**config.mk**
```make
export PLATFORM = sky130hd
export DESIGN_NAME = bitlet_esum_align_buf
export DESIGN_NICKNAME = d
export VERILOG_FILES = /design/src/rtl/bitlet_esum_align_buf.sv
export SDC_FILE = /design/constraint.sdc
export NUM_CORES = 1
export LEC_CHECK = 0
export BUFFER_PORTS_ARGS = -buffer_cell sky130_fd_sc_hd__buf_2
export CAP_MARGIN = 0
export CORE_ASPECT_RATIO = 1.4
export CORE_UTILIZATION = 55
export DETAILED_ROUTE_END_ITERATION = 6
export GPL_TIMING_DRIVEN = 0
export PLACE_DENSITY = 0.74
export SYNTH_ARGS = -nofsm -noshare
export SYNTH_HDL_FRONTEND = slang
export SYNTH_SLANG_ARGS = --single-unit
export TNS_END_PERCENT = 10
```
**constraint.sdc**
```tcl
create_clock -name clk -period 9.6 [get_ports clk]
set_input_delay 0.96 -clock clk [delete_from_list [all_inputs] [get_ports clk]]
set_output_delay 0.96 -clock clk [all_outputs]
set_load 0.03 [all_outputs]
```
**src/rtl/bitlet_esum_align_buf.sv**
```systemverilog
// Esum buffer and alignment-shift stage: holds one group of Esum vectors until E.max arrives,
// then replays per-lane shifts (Emax - Esum, saturated). Optional: BITLET_ALIGN_SAT_FLAG_EN.
module bitlet_esum_align_buf #(
    parameter int unsigned N_input = 16,
    parameter int unsigned P_input = 4,
    parameter int unsigned W_E     = 10,
    parameter int unsigned W_S     = 5
) (
    input  logic                         clk,
    input  logic                         rst,
    input  logic                         flush,
    input  logic                         Esum_vld,
    input  logic [N_input*W_E-1:0]       Esum_vec,
    output logic                         in_rdy,
    input  logic                         Emax_vld,
    input  logic [W_E-1:0]               Emax,
    output logic                         Sft_vld,
    output logic [N_input*W_S-1:0]       Sft_vec,
    output logic [$clog2(P_input)-1:0]   Sft_idx,
    output logic                         Sft_last,
    output logic                         err
`ifdef BITLET_ALIGN_SAT_FLAG_EN
    ,
    output logic [N_input-1:0]           Sft_sat
`endif
);

    localparam int unsigned IW = $clog2(P_input);
    localparam logic [IW-1:0] LastIdx = IW'(P_input - 1);
    localparam logic [W_E:0] SatMax = (W_E + 1)'((1 << W_S) - 1);

    typedef enum logic [1:0] {StFill, StWait, StDrain} state_e;

    state_e                     state_q, state_d;
    logic [IW-1:0]              wr_cnt_q, wr_cnt_d;
    logic [IW-1:0]              rd_cnt_q, rd_cnt_d;
    logic [W_E-1:0]             emax_q, emax_d;
    logic                       sft_vld_q, sft_vld_d;
    logic [N_input*W_S-1:0]     sft_vec_q, sft_vec_d;
    logic [IW-1:0]              sft_idx_q, sft_idx_d;
    logic                       sft_last_q, sft_last_d;
    logic                       err_q, err_d;
    logic [N_input*W_E-1:0]     mem_q [P_input];

    logic                       wr_en;
    logic                       load_beat;
    logic [W_E-1:0]             sel_emax;
    logic [N_input*W_E-1:0]     sel_vec;
    logic [W_E:0]               diff;
    logic [N_input*W_S-1:0]     lane_sft;
    logic [N_input-1:0]         lane_neg;
`ifdef BITLET_ALIGN_SAT_FLAG_EN
    logic [N_input-1:0]         lane_sat;
    logic [N_input-1:0]         sft_sat_q, sft_sat_d;
`endif

    // rd_cnt is 0 in WAIT, so the first beat can be computed straight from the incoming Emax.
    always_comb begin
        sel_vec  = mem_q[rd_cnt_q];
        sel_emax = (state_q == StWait) ? Emax : emax_q;
        diff     = '0;
        lane_sft = '0;
        lane_neg = '0;
`ifdef BITLET_ALIGN_SAT_FLAG_EN
        lane_sat = '0;
`endif
        for (int i = 0; i < int'(N_input); i++) begin
            diff = {1'b0, sel_emax} - {1'b0, sel_vec[i*W_E +: W_E]};
            if (diff[W_E]) begin
                lane_neg[i] = 1'b1;
            end else if (diff > SatMax) begin
                lane_sft[i*W_S +: W_S] = '1;
`ifdef BITLET_ALIGN_SAT_FLAG_EN
                lane_sat[i] = 1'b1;
`endif
            end else begin
                lane_sft[i*W_S +: W_S] = diff[W_S-1:0];
            end
        end
    end

    always_comb begin
        state_d    = state_q;
        wr_cnt_d   = wr_cnt_q;
        rd_cnt_d   = rd_cnt_q;
        emax_d     = emax_q;
        sft_vld_d  = 1'b0;
        sft_vec_d  = sft_vec_q;
        sft_idx_d  = sft_idx_q;
        sft_last_d = sft_last_q;
        err_d      = err_q;
        wr_en      = 1'b0;
        load_beat  = 1'b0;
`ifdef BITLET_ALIGN_SAT_FLAG_EN
        sft_sat_d  = sft_sat_q;
`endif
        if (flush) begin
            state_d    = StFill;
            wr_cnt_d   = '0;
            rd_cnt_d   = '0;
            sft_last_d = 1'b0;
            err_d      = 1'b0;
`ifdef BITLET_ALIGN_SAT_FLAG_EN
            sft_sat_d  = '0;
`endif
        end else begin
            unique case (state_q)
                StFill: begin
                    if (Emax_vld) err_d = 1'b1;
                    if (Esum_vld) begin
                        wr_en    = 1'b1;
                        wr_cnt_d = wr_cnt_q + 1'b1;
                        if (wr_cnt_q == LastIdx) begin
                            wr_cnt_d = '0;
                            state_d  = StWait;
                        end
                    end
                end
                StWait: begin
                    if (Esum_vld) err_d = 1'b1;
                    if (Emax_vld) begin
                        emax_d    = Emax;
                        load_beat = 1'b1;
                        rd_cnt_d  = rd_cnt_q + 1'b1;
                        state_d   = StDrain;
                    end
                end
                StDrain: begin
                    if (Esum_vld || Emax_vld) err_d = 1'b1;
                    // rd_cnt back at 0 means the last beat is already on the output.
                    if (rd_cnt_q == '0) begin
                        state_d = StFill;
                    end else begin
                        load_beat = 1'b1;
                        rd_cnt_d  = rd_cnt_q + 1'b1;
                    end
                end
                default: state_d = StFill;
            endcase

            if (load_beat) begin
                sft_vld_d  = 1'b1;
                sft_vec_d  = lane_sft;
                sft_idx_d  = rd_cnt_q;
                sft_last_d = (rd_cnt_q == LastIdx);
                if (|lane_neg) err_d = 1'b1;
`ifdef BITLET_ALIGN_SAT_FLAG_EN
                sft_sat_d  = lane_sat;
`endif
            end
        end
    end

    always_ff @(posedge clk or posedge rst) begin
        if (rst) begin
            state_q    <= StFill;
            wr_cnt_q   <= '0;
            rd_cnt_q   <= '0;
            emax_q     <= '0;
            sft_vld_q  <= 1'b0;
            sft_vec_q  <= '0;
            sft_idx_q  <= '0;
            sft_last_q <= 1'b0;
            err_q      <= 1'b0;
`ifdef BITLET_ALIGN_SAT_FLAG_EN
            sft_sat_q  <= '0;
`endif
        end else begin
            state_q    <= state_d;
            wr_cnt_q   <= wr_cnt_d;
            rd_cnt_q   <= rd_cnt_d;
            emax_q     <= emax_d;
            sft_vld_q  <= sft_vld_d;
            sft_vec_q  <= sft_vec_d;
            sft_idx_q  <= sft_idx_d;
            sft_last_q <= sft_last_d;
            err_q      <= err_d;
`ifdef BITLET_ALIGN_SAT_FLAG_EN
            sft_sat_q  <= sft_sat_d;
`endif
        end
    end

    // Buffer contents are don't-care after reset, so no reset here.
    always_ff @(posedge clk) begin
        if (wr_en) mem_q[wr_cnt_q] <= Esum_vec;
    end

    assign in_rdy   = (state_q == StFill);
    assign Sft_vld  = sft_vld_q;
    assign Sft_vec  = sft_vec_q;
    assign Sft_idx  = sft_idx_q;
    assign Sft_last = sft_last_q;
    assign err      = err_q;
`ifdef BITLET_ALIGN_SAT_FLAG_EN
    assign Sft_sat  = sft_sat_q;
`endif

endmodule

```
== After elaboration in Yosys (flattened, before gate mapping) ==
Memory sizes are Yosys's and may differ from the RTL's.
Cells that the tools add are included.

* $add $sub $neg: 18
* Order comparisons: 16
* Equal/unequal tests: 9
* Multiplexer cells: 83
* Bitwise operators: 1
* Reductions and logical operators: 13

{| class="wikitable"
|+ Operator list
! kind !! number
|-
| 11-bit by 5-bit greater-than comparator with 1-bit output, second input constant || 16
|-
| 10-bit by 10-bit subtractor with 11-bit output || 16
|-
| 5-bit two-way mux || 32
|-
| 1-bit two-way mux || 34
|-
| 2-bit two-way mux || 12
|-
| 16-bit OR reduction || 1
|-
| 3-bit != test, second input constant || 4
|-
| 10-bit two-way mux || 1
|-
| 2-bit equality test, second input constant || 3
|-
| 2-bit one-hot mux with 3 select lines || 1
|-
| 3-bit AND reduction || 2
|-
| 2-bit nonzero test || 3
|-
| 2-bit by 1-bit adder with 2-bit output, second input constant || 2
|-
| 2-bit logical NOT || 2
|-
| 2-bit one-hot mux with 2 select lines || 1
|-
| 2-bit AND reduction || 2
|-
| 4-bit AND reduction || 1
|-
| 3-bit by 2-bit != test with 1-bit output, second input constant || 1
|-
| 1-bit one-hot mux with 3 select lines || 1
|-
| 3-bit nonzero test || 1
|-
| 2-bit by 1-bit equality test with 1-bit output, second input constant || 1
|-
| 1-bit one-hot mux with 2 select lines || 1
|-
| 1-bit logical OR || 1
|-
| 1-bit inverter || 1
|}

* Flip-flop bits (word level): 101
* Bits in writable memories: 640
* Word-level logic and storage cells: 150
* Memories kept: 1

{| class="wikitable"
|+ Memory list
! memory !! depth !! width !! rd ports !! clocked after memory_dff !! write ports !! RTL line !! RTL
|-
| mem_q || 4 || 160 || 1 || 0 || 1 || 43 || <nowiki>logic [N_input*W_E-1:0] mem_q [P_input];</nowiki>
|}

== Logic depth before layout (Yosys ltp) ==
Gate-level depths: netlist of run 1.

* Depth in word-level cells: 8
* Gate-level depth with buffers: 16
* Depth with buffers taken out: 14

== Worst setup path before layout of run 1 ==
Ideal clock, no wire load.

* Path kind: in2reg
* Start: in flush
* End: mem mem_q[3][0] in the netlist's numbering (enable)
* Data arrival time: 7.969 ns
* Data required time: 8.918 ns
* Slack: 0.949 ns
* Stages: 3
* Path buffers: 1
* Cells stage by stage: clkbuf_1 nand2b_1 nor2_1

* Word-level cells in the longest chain between the ends: 3

{| class="wikitable"
|+ RTL lines
! element !! RTL line !! RTL
|-
| from (decl) || 11 || <nowiki>input logic flush,</nowiki>
|-
| 1-bit two-way mux || 97 || <nowiki>if (flush) begin</nowiki>
|-
| 1-bit two-way mux || 186 || <nowiki>if (wr_en) mem_q[wr_cnt_q] <= Esum_vec;</nowiki>
|-
| 1-bit two-way mux (implied by the code) || 186 ||
|-
| to (decl) || 43 ||
|}

Every way passes these cells.

== Worst setup path after layout of run 1 ==
* Start: reg state_q[1]
* End: reg sft_vec_q[1] (netlist: Sft_vec[1])

* Word-level cells in the longest chain between the ends: 6

{| class="wikitable"
|+ RTL lines
! element !! RTL line !! RTL
|-
| from (decl) || 34 || <nowiki>state_e state_q, state_d;</nowiki>
|-
| from (signal assigned) || 156 || <nowiki>state_q <= StFill;</nowiki>
|-
| from (signal assigned) || 169 || <nowiki>state_q <= state_d;</nowiki>
|-
| 2-bit by 1-bit equality test with 1-bit output || 60, 107 ||
|-
| 10-bit two-way mux || 60 || <nowiki>sel_emax = (state_q == StWait) ? Emax : emax_q;</nowiki>
|-
| 10-bit by 10-bit subtractor with 11-bit output || 68 || <nowiki>diff = {1'b0, sel_emax} - {1'b0, sel_vec[i*W_E +: W_E]};</nowiki>
|-
| 11-bit by 5-bit greater-than comparator with 1-bit output || 71 || <nowiki>end else if (diff > SatMax) begin</nowiki>
|-
| 5-bit two-way mux || 71 ||
|-
| 5-bit two-way mux || 69 || <nowiki>if (diff[W_E]) begin</nowiki>
|-
| to (signal assigned) || 174 || <nowiki>sft_vec_q <= sft_vec_d;</nowiki>
|-
| to (decl) || 39 || <nowiki>logic [N_input*W_S-1:0] sft_vec_q, sft_vec_d;</nowiki>
|}

Parallel ways exist; a longest one is shown, timed or not. The select of a mux whose other input is x is not followed.
A chain may end at the register's enable or synchronous reset.

==> flow_summary.yaml, run 1 <==
status:
  outcome: "finished clean"
final_layout:
  fin_nets: 2981
  drive_gt1_share_pct: 22.90
  num-fill-cells: 4489
  design_area_um2: 40010
  finish.utilization_pct: 64.36
  syn_to_final_growth_pct: 15.31
  instances_no_fill: 3528
synthesis:
  synth-edff-count: 640
  async_reset_ff_share_pct: 13.63
  synth_area_um2: 34700
  yosysUniqueCellTypes: 79
  synth_nets: 2630
  ys_warn_count: 0
  postSynthCellCount: 2282
  syn_avg_cell_area_um2: 15.20
  ys_seq_elements: 741
  synth_flop_cell: "edfxtp_1"
  ys_top_cells_by_area: "edfxtp_1 55%, mux4_2 10%, dfrtp_1 7.3%"
  yosysSeqAreaShare_pct: 62.68
  yosysTopAreaCell: "edfxtp_1"
  synth_top_area_share_pct: 55.39
sta:
  clock_skew_ns: 0.02723
  finalHoldViolations: 0
  slew_headroom_pct: 11.62
  fin_ws_ns: 2.401
  fin_crit_sh_pct: 74.99
  max_freq_ghz: 0.1389
  finalSetupViolCount: 0
  worstMarginPinSlew_ns: 1.326
  rsz0062_at_grt: "false"
  maxSlewViolCount: 0
  timing.final.crit_period_ns: 7.200
clocking:
  h-tree-depth: 3
  cts_setup_buffers: 0
  clock_sinks: 741
  clk_pin_slew_ns: 0.07
  tritoncts: "done"
  root_buffer: "clkbuf_16"
  cts_made_buffers: 70
  cts_resized: 0
  hold_buffers: 0
  clockBufferDepth: 3
  clk_latency_ns: 0.62
drt:
  via_count: 21604
  routed_wl_um: 91620
  wl_met2_um: 45310
  top_layer: "met5"
  drc: 0
  vias_per_cell: 6.124
  met1_length_um: 35130
  wl_per_cell_um: 25.97
  dr_wl_met3_um: 6785
  drt_iter0_drc: 2017
  postRouteAntennaNets: 0
  first_pass_iters: 7
floorplanning:
  initial_core_util_pct: 55.82
  dieArea_um2: 64110
  rows: 108
  core_um2: 62160
  ios: 261
  die_h_um: 299.2
  die_w_um: 214.3
critical_path:
  worstPathCellList: "inv_1, ha_1, mux2i_1, buf_2, buf_1, clkbuf_1, ha_1, fa_1, nor2b_1, o21ai_0, a21oi_1, o41ai_1, nor2_1, a211oi_1, nand4b_1, o221a_2"
  critPathMaxStageDelay_ns: 1.02
  crit_slowest_cell: "mux2i_1"
  crit_cells: 16
  path_class: "reg2reg"
  cp-end-kind: "flip-flop"
  path_delay_family: "buffers and inverters"
  cp_common_cell: "ha_1"
  path_buf_inv: 4
  required_ns: 10.15
  critPathArrivalTime_ns: 7.75
  cp_max_fo: 11
  ff2ff_path_depth: 16
  cp-start-kind: "flip-flop"
job:
  max_cap_viol_count: 0
worst_hold_path:
  hp-class: "in2async"
placed_design:
  dpl_worst_slack_ns: 2.072
  hpwl_um: 62970
  dp_cells: 3385
  gp_congestion: 0.8624
  port_buffers: 260
  dpl-instance-area_um2: 37510
global_routing:
  gr-usage-all-layers_pct: 28.94
  overflow: 0
  grt_pass1_vias: 22103
  grt_pass1_wl_um: 136200
  grt_max_degree: 65
  antenna_found_initial: 25
power:
  vdd_drop_max_v: 0.0001568
  p_leak_nw: 15.32
  power-per-cell-area_nw_per_um2: 186.5
[cell families after synthesis]
family	after synthesis	synth area share, %
simple gates	394	5.734
fa+ha+maj	173	6.585
buf+inv	252	2.777
mux	191	11.40
compound gates	435	8.410
xor+xnor	96	2.423
flops	741	62.68
[synthesized netlist by cell type, drive strengths merged, types with 8 or more instances]
cell type and instances:
nand2 75, nor2b 24, xnor2 48, ha 157
xor2 48, and3 9, nor4 8, o211ai 12
o21ai 103, nand2b 27, a21oi 102, o21a 22
o31ai 9, nand4 11, dfrtp 101, o221a 25
inv 190, a31oi 29, mux2i 11, a21o 39
nand3 25, and2 18, or3 10, edfxtp 640
o31a 16, nor2 115, mux4 160, a211oi 19
buf 28, clkbuf 33, fa 16, a311oi 9
nor3 39, mux2 20
[cells in the final DEF, fill, tap and decap left out, types with 25 or more instances in the layout]
master,count
inv_1,189
ha_1,157
nor3_1,39
edfxtp_1,640
mux4_2,156
o221a_2,25
clkbuf_16,74
dfrtp_1,101
nand2_1,75
o21ai_0,98
xor2_1,48
clkbuf_1,50
a21o_1,39
buf_2,264
xnor2_1,48
a21oi_1,102
a31oi_1,29
nand2b_1,27
nor2_1,114
[power by group]
part | internal (W) | leakage (nW) | switching [W]
logic | 0.000347 | 6.93 | 0.000549
clock network | 0.00175 | 1.19 | 0.00120
registers | 0.00359 | 7.20 | 0.0000278
[worst min-delay path, cell delays in order]
cell and delay, ns:
buf_2 0.11, inv_4 0.06, buf_16 0.29
[through the flow]
step                      total power (W)  hold WS, ns  setup TNS [ns]
after global routing             0.007706       0.4438               0
after floorplan                  0.004277       0.4754               0
after global placement           0.004531       0.4840         -760.10
after detailed placement         0.004561       0.4853               0
after CTS                        0.007490       0.4227               0
final                            0.007461       0.4321               0
[registers in the layout (all words and copies together), names as in the netlist, 2 cells and up]
| name | count |
|---|---|
| Sft_idx | 2 |
| Sft_vec | 80 |
| emax_q | 10 |
| mem_q | 640 |
| rd_cnt_q | 2 |
| state_q | 2 |
| wr_cnt_q | 2 |
[metal layers]
layer  global-route usage [%]  vias to the layer above
met5                        0                        -
li1                         -                     9592
met1                    36.27                    10881
met2                    48.08                      894
met4                    14.27                       22
met3                    6.098                      215
[path summary, 6_finish.rpt]
kind	start	slack, ns	endpoint
worst max-delay path	state_q[1]	2.40	Sft_vec[1]
worst min-delay path	rst	0.43	Sft_vec[41]
worst max register to register	state_q[1]	2.40	Sft_vec[1]
worst min register to register	Sft_idx[1]	0.51	Sft_idx[1]
max in group asynchronous	rst	8.60	Sft_vec[33]
min in group clk	Sft_idx[1]	0.51	Sft_idx[1]
[final cells by class]
cell class / count / area (um^2) / area share (%)
Antenna cell: 13 / 32.53 / 0.08131
Buffer: 61 / 245.2 / 0.6130
Clock buffer: 99 / 2026 / 5.063
Clock inverter: 30 / 431.7 / 1.079
Inverter: 191 / 720.7 / 1.801
Multi-Input combinational cell: 1289 / 12010 / 30.02
Sequential cell: 741 / 21750 / 54.36
Tap cell: 825 / 1032 / 2.580
Timing Repair Buffer: 279 / 1764 / 4.410
Power figures use the tool's default switching activity.
==> run 2, diff against run 1 <==
==> constraint.sdc (replaced) <==
create_clock -name clk -period 6.7 [get_ports clk]
set_input_delay 0.67 -clock clk [delete_from_list [all_inputs] [get_ports clk]]
set_output_delay 0.67 -clock clk [all_outputs]
set_load 0.03 [all_outputs]
==> run 2 against run 1 <==
  * The run now ends with DRC left
  * Global-route usage about the same
  * Sequential share of layout area up 0.14 points
  * Flip-flop and latch count unchanged
  * Worst setup slack worse by 2.0 ns
  * Routed wire length about the same
  * Sequential power up 43%
  * Largest cell class unchanged
  * Largest power group unchanged
==> flow_summary.yaml, run 2 (synthesis results as in run 1) <==
status:
  outcome: "finished with violations"
  violations: "DRC"
placed_design:
  hpwl_um: 63050
  dp_cells: 3384
  port_buffers: 260
  gp_congestion: 0.8918
  dpl-instance-area_um2: 37490
clocking:
  h-tree-depth: 3
  hold_buffers: 0
  clk_latency_ns: 0.62
  clock_sinks: 741
  clk_pin_slew_ns: 0.07
  cts_made_buffers: 72
  root_buffer: "clkbuf_16"
  tritoncts: "done"
  clockBufferDepth: 3
floorplanning:
  core_um2: 62160
  die_h_um: 299.2
  ios: 261
  die_w_um: 214.3
  dieArea_um2: 64110
  initial_core_util_pct: 55.82
  rows: 108
critical_path:
  cp-end-kind: "flip-flop"
  critPathMaxStageDelay_ns: 0.80
  cp_max_fo: 10
  critPathArrivalTime_ns: 6.79
  cp-start-kind: "flip-flop"
  cp_common_cell: "buf_1"
  worstPathCellList: "buf_2, buf_1, buf_1, clkbuf_1, inv_1, ha_1, nor2b_1, o21ai_1, or2_1, buf_2, clkinv_2, clkbuf_2, buf_1, nand2_1, o21ai_0, a21oi_1"
  crit_slowest_cell: "buf_1"
  required_ns: 7.20
  path_class: "reg2reg"
final_layout:
  final_common_cell: "edfxtp_1"
  seq_area_um2: 21750
  finish.utilization_pct: 64.19
  syn_to_final_growth_pct: 15.01
  top_register: "mem_q"
  instances_no_fill: 3531
  num-fill-cells: 4543
  design_area_um2: 39900
  multiInputGateArea_um2: 12020
  drive_gt1_share_pct: 23.09
  largest_reg_flops: 640
  mostFrequentLayoutCells: "640 x edfxtp_1, 264 x buf_2, 189 x inv_1"
  fin_nets: 2980
global_routing:
  antenna_found_initial: 28
  overflow: 0
  grt_pass1_wl_um: 136300
  grt_max_degree: 57
  gr-usage-all-layers_pct: 28.95
  grt_pass1_vias: 22443
drt:
  vias_per_cell: 6.209
  drc: 15
  drt_iter0_drc: 2195
  postRouteAntennaNets: 0
  wl_per_cell_um: 25.97
  first_pass_iters: 7
  routed_wl_um: 91700
  via_count: 21925
sta:
  finalHoldViolations: 0
  maxSlewViolCount: 0
  fin_crit_sh_pct: 93.98
  worstMarginPinSlew_ns: 1.383
  timing.final.crit_period_ns: 6.297
  finalSetupViolCount: 0
  rsz0062_at_grt: "false"
  max_freq_ghz: 0.1588
  slew_headroom_pct: 7.672
  clock_skew_ns: 0.02308
worst_hold_path:
  hp-class: "in2async"
power:
  totalPowerFinal_w: 0.01054
  power-per-cell-area_nw_per_um2: 264.1
  vdd_drop_max_v: 0.0002328
  p_leak_nw: 15.29
job:
  max_cap_viol_count: 0
[run 2: cell types whose count changed in the layout (fill, tap and decap cells not counted), moves of 3 or more]
cell | previous run | this run
clkinv_2 | 6 | 13
bufinv_16 | 10 | 6
clkbuf_1 | 50 | 43
diode_2 | 13 | 16
clkinv_1 | 4 | 8
[run 2: path summary, 6_finish.rpt]
kind / from / endpoint / slack (ns) / cells past startpoint
max in group asynchronous: rst / Sft_vec[25] / 5.72 / 3
hold reg to reg: emax_q[3] / emax_q[3] / 0.51 / 1
setup / recovery: rd_cnt_q[1] / Sft_vec[71] / 0.40 / 16
hold / removal: rst / Sft_vec[78] / 0.23 / 2
min in group clk: Esum_vec[75] / mem_q[3][75] / 0.27 / 1
setup reg to reg: rd_cnt_q[1] / Sft_vec[71] / 0.40 / 16
[run 2: area by class of cell]
cell class / instances / area share (%)
clock buffers: 92 / 4.986
diodes: 16 / 0.1003
repair buffers: 277 / 4.340
inverters: 191 / 1.806
flip-flops and latches: 741 / 54.50
well taps: 825 / 2.587
multi-input cells: 1289 / 30.11
clock inverters: 40 / 0.9626
plain buffers: 60 / 0.6083
[run 2: routing by layer]
layer	part of all wire, %	GRT usage [%]
met3	7.5	5.408
met1	38	35.95
met5	0.10	0
met2	49	47.99
met4	5.7	16.50
[run 2: metrics by stage]
stage	TNS, ns	setup slack (ns)	hold slack, ns
after CTS	0	0.04943	0.2274
after detailed placement	-0.8198	-0.09239	0.4916
after global placement	-1236.27	-2.496	0.4761
after floorplan	0	1.010	0.4754
after global routing	0	0.2910	0.2428
final	0	0.4031	0.2260
[run 2: timing repair]
| action | CTS | global route |
|---|---|---|
| setup buffers | 0 | 0 |
| endpoints found under the setup margin | 15 | 23 |
| gates resized for setup | 0 | 3 |
[run 2: worst max-delay path: cells and delay by family, from the launching register on]
kind / cells / cell delay [ns]
compound gates: 3 / 0.38
flops: 1 / 0.36
simple gates: 3 / 0.66
buf+inv: 9 / 4.44
fa+ha+maj: 1 / 0.26
[run 2: where the power goes]
part	switching (W)	leakage [nW]	internal (W)	total, W
combinational	0.000786	6.92	0.000494	0.00128
clock	0.00173	1.16	0.00235	0.00408
sequential	0.0000383	7.20	0.00514	0.00518
total	0.00256	15.3	0.00798	0.0105
==> run 3, diff against run 2 <==
--- a/config.mk
+++ b/config.mk
@@ -7,7 +7,6 @@
 export LEC_CHECK = 0
 export BUFFER_PORTS_ARGS = -buffer_cell sky130_fd_sc_hd__buf_2
 export CAP_MARGIN = 0
-export CORE_ASPECT_RATIO = 1.4
 export CORE_UTILIZATION = 55
 export DETAILED_ROUTE_END_ITERATION = 6
 export GPL_TIMING_DRIVEN = 0
==> run 3 against run 2 <==
  * The flow now finishes without violations
  * Flip-flop and latch count unchanged
  * Power is 2.2% higher
  * Worst setup slack worse by 0.24 ns
  * Design area rose by 0.39%
  * Routed wire length fell by 0.67%
  * Sequential power is essentially flat
  * Combinational power about the same
==> flow_summary.yaml, run 3 (synthesis results as in run 1) <==
status:
  outcome: "finished clean"
sta:
  finalSetupViolCount: 0
  timing.final.crit_period_ns: 6.534
  slew_headroom_pct: 3.061
  worstMarginPinSlew_ns: 1.452
  finalHoldViolations: 0
  maxSlewViolCount: 0
  rsz0062_at_grt: "false"
  clock_skew_ns: 0.03104
  hold_ws_ns: 0.1571
  fin_crit_sh_pct: 97.53
  max_freq_ghz: 0.1530
  fin_ws_ns: 0.1658
drt:
  vias_per_cell: 6.179
  via_count: 21885
  drc: 0
  routed_wl_um: 91080
  wl_per_cell_um: 25.72
  postRouteAntennaNets: 0
  first_pass_iters: 7
  drt_iter0_drc: 2209
critical_path:
  worstPathCellList: "buf_2, buf_1, clkdlybuf4s15_1, clkbuf_1, inv_1, ha_1, nor2b_1, o21ai_1, or2_1, buf_2, clkinv_2, clkbuf_1, clkbuf_1, o21ai_0, a21oi_1"
  cp_max_fo: 10
  cp-end-kind: "flip-flop"
  crit_slowest_cell: "clkbuf_1"
  required_ns: 7.25
  critPathArrivalTime_ns: 7.09
  critPathMaxStageDelay_ns: 0.84
  cp_common_cell: "clkbuf_1"
  path_buf_inv: 9
  path_class: "reg2reg"
  cp-start-kind: "flip-flop"
  path_delay_family: "buffers and inverters"
clocking:
  clockBufferDepth: 3
  clk_pin_slew_ns: 0.06
  clock_sinks: 741
  cts_made_buffers: 78
  h-tree-depth: 3
  tritoncts: "done"
  root_buffer: "clkbuf_16"
  hold_buffers: 0
  clk_latency_ns: 0.63
  cts_setup_buffers: 0
floorplanning:
  dieArea_um2: 64090
  initial_core_util_pct: 55.91
  ios: 261
  die_w_um: 253.2
  die_h_um: 253.2
  core_um2: 62050
  rows: 91
power:
  p_seq_share_pct: 48.1
  p_sw_share_pct: 23.98
  cellInternalPower_w: 0.008183
  p_comb_share_pct: 11.9
  totalPowerFinal_w: 0.01077
  p_switching_w: 0.002582
  vdd_drop_max_v: 0.0002025
  power-per-cell-area_nw_per_um2: 268.7
  p_leak_nw: 15.35
  p_clk_share_pct: 40.0
placed_design:
  gp_congestion: 0.9054
  hpwl_um: 61640
  dpl_worst_slack_ns: -0.1097
  port_buffers: 260
global_routing:
  overflow: 0
  grt_pass1_vias: 22175
  gr-usage-all-layers_pct: 28.83
  grt_max_degree: 59
  antenna_found_initial: 28
  grt_pass1_wl_um: 134400
final_layout:
  fin_nets: 2986
  final_common_cell: "edfxtp_1"
  mostFrequentLayoutCells: "640 x edfxtp_1, 264 x buf_2, 189 x inv_1"
  top_register: "mem_q"
  largest_reg_flops: 640
  syn_to_final_growth_pct: 15.46
  drive_gt1_share_pct: 22.94
  num-fill-cells: 4437
worst_hold_path:
  hp-class: "in2async"
job:
  max_cap_viol_count: 0
-- run 3: cell count changes in the layout (fill, tap and decap cells not counted), moves of 2 or more --
cell	change
clkbuf_16	+5
clkbuf_1	+2
bufinv_16	+3
diode_2	-9
clkbuf_8	-3
clkinv_1	+7
inv_6	-5
-- run 3: area by class of cell --
| cell class | instances | area (um^2) | area share [%] |
|---|---|---|---|
| Buffer | 60 | 249.0 | 0.6216 |
| Timing Repair Buffer | 277 | 1739 | 4.342 |
| Clock inverter | 44 | 449.2 | 1.121 |
| Sequential cell | 741 | 21750 | 54.29 |
| Inverter | 191 | 720.7 | 1.799 |
| Tap cell | 837 | 1047 | 2.614 |
| Antenna cell | 7 | 17.52 | 0.04373 |
| Multi-Input combinational cell | 1289 | 12010 | 29.98 |
| Clock buffer | 96 | 2081 | 5.194 |
-- run 3: per-stage QoR --
stage                     std cells  util [%]  instance area (um^2)  setup TNS (ns)
final                          3542     64.55                 40060               0
after global routing           3540     64.55                 40050               0
after CTS                      3535     64.51                 40030               0
after detailed placement       3396     60.44                 37510         -0.9602
after global placement         3379     59.70                 37050        -1292.35
after floorplan                2282         -                 34700               0
-- run 3: power by group through the flow --
stage	clock network [W]	registers (W)	logic (W)
after floorplan	0	0.00530	0.000823
after global placement	0	0.00529	0.00119
after detailed placement	0	0.00527	0.00126
after CTS	0.00435	0.00518	0.00126
after global routing	0.00452	0.00518	0.00139
final	0.00431	0.00518	0.00128
-- run 3: timing repair --
action	CTS	global route
pin swaps	0	0
endpoints found under the setup margin	15	22
gates resized for setup	0	4
-- run 3: metal layers --
metal	GRT usage, %	up-vias	wire length [um]
li1	-	9618	-
met1	37.72	11039	35260
met2	47.13	979	43950
met3	6.343	213	8390
met4	11.38	36	3267
met5	0	-	216
-- run 3: worst paths after layout --
kind / start / endpoint / slack, ns / cells past startpoint
max: rd_cnt_q[1] / Sft_vec[72] / 0.17 / 15
min: rst / Sft_vec[73] / 0.16 / 2
max reg2reg: rd_cnt_q[1] / Sft_vec[72] / 0.17 / 15
min reg2reg: emax_q[6] / emax_q[6] / 0.51 / 1
max in group asynchronous: rst / Sft_vec[52] / 5.78 / 3
min in group clk: Esum_vec[91] / mem_q[1][91] / 0.25 / 1
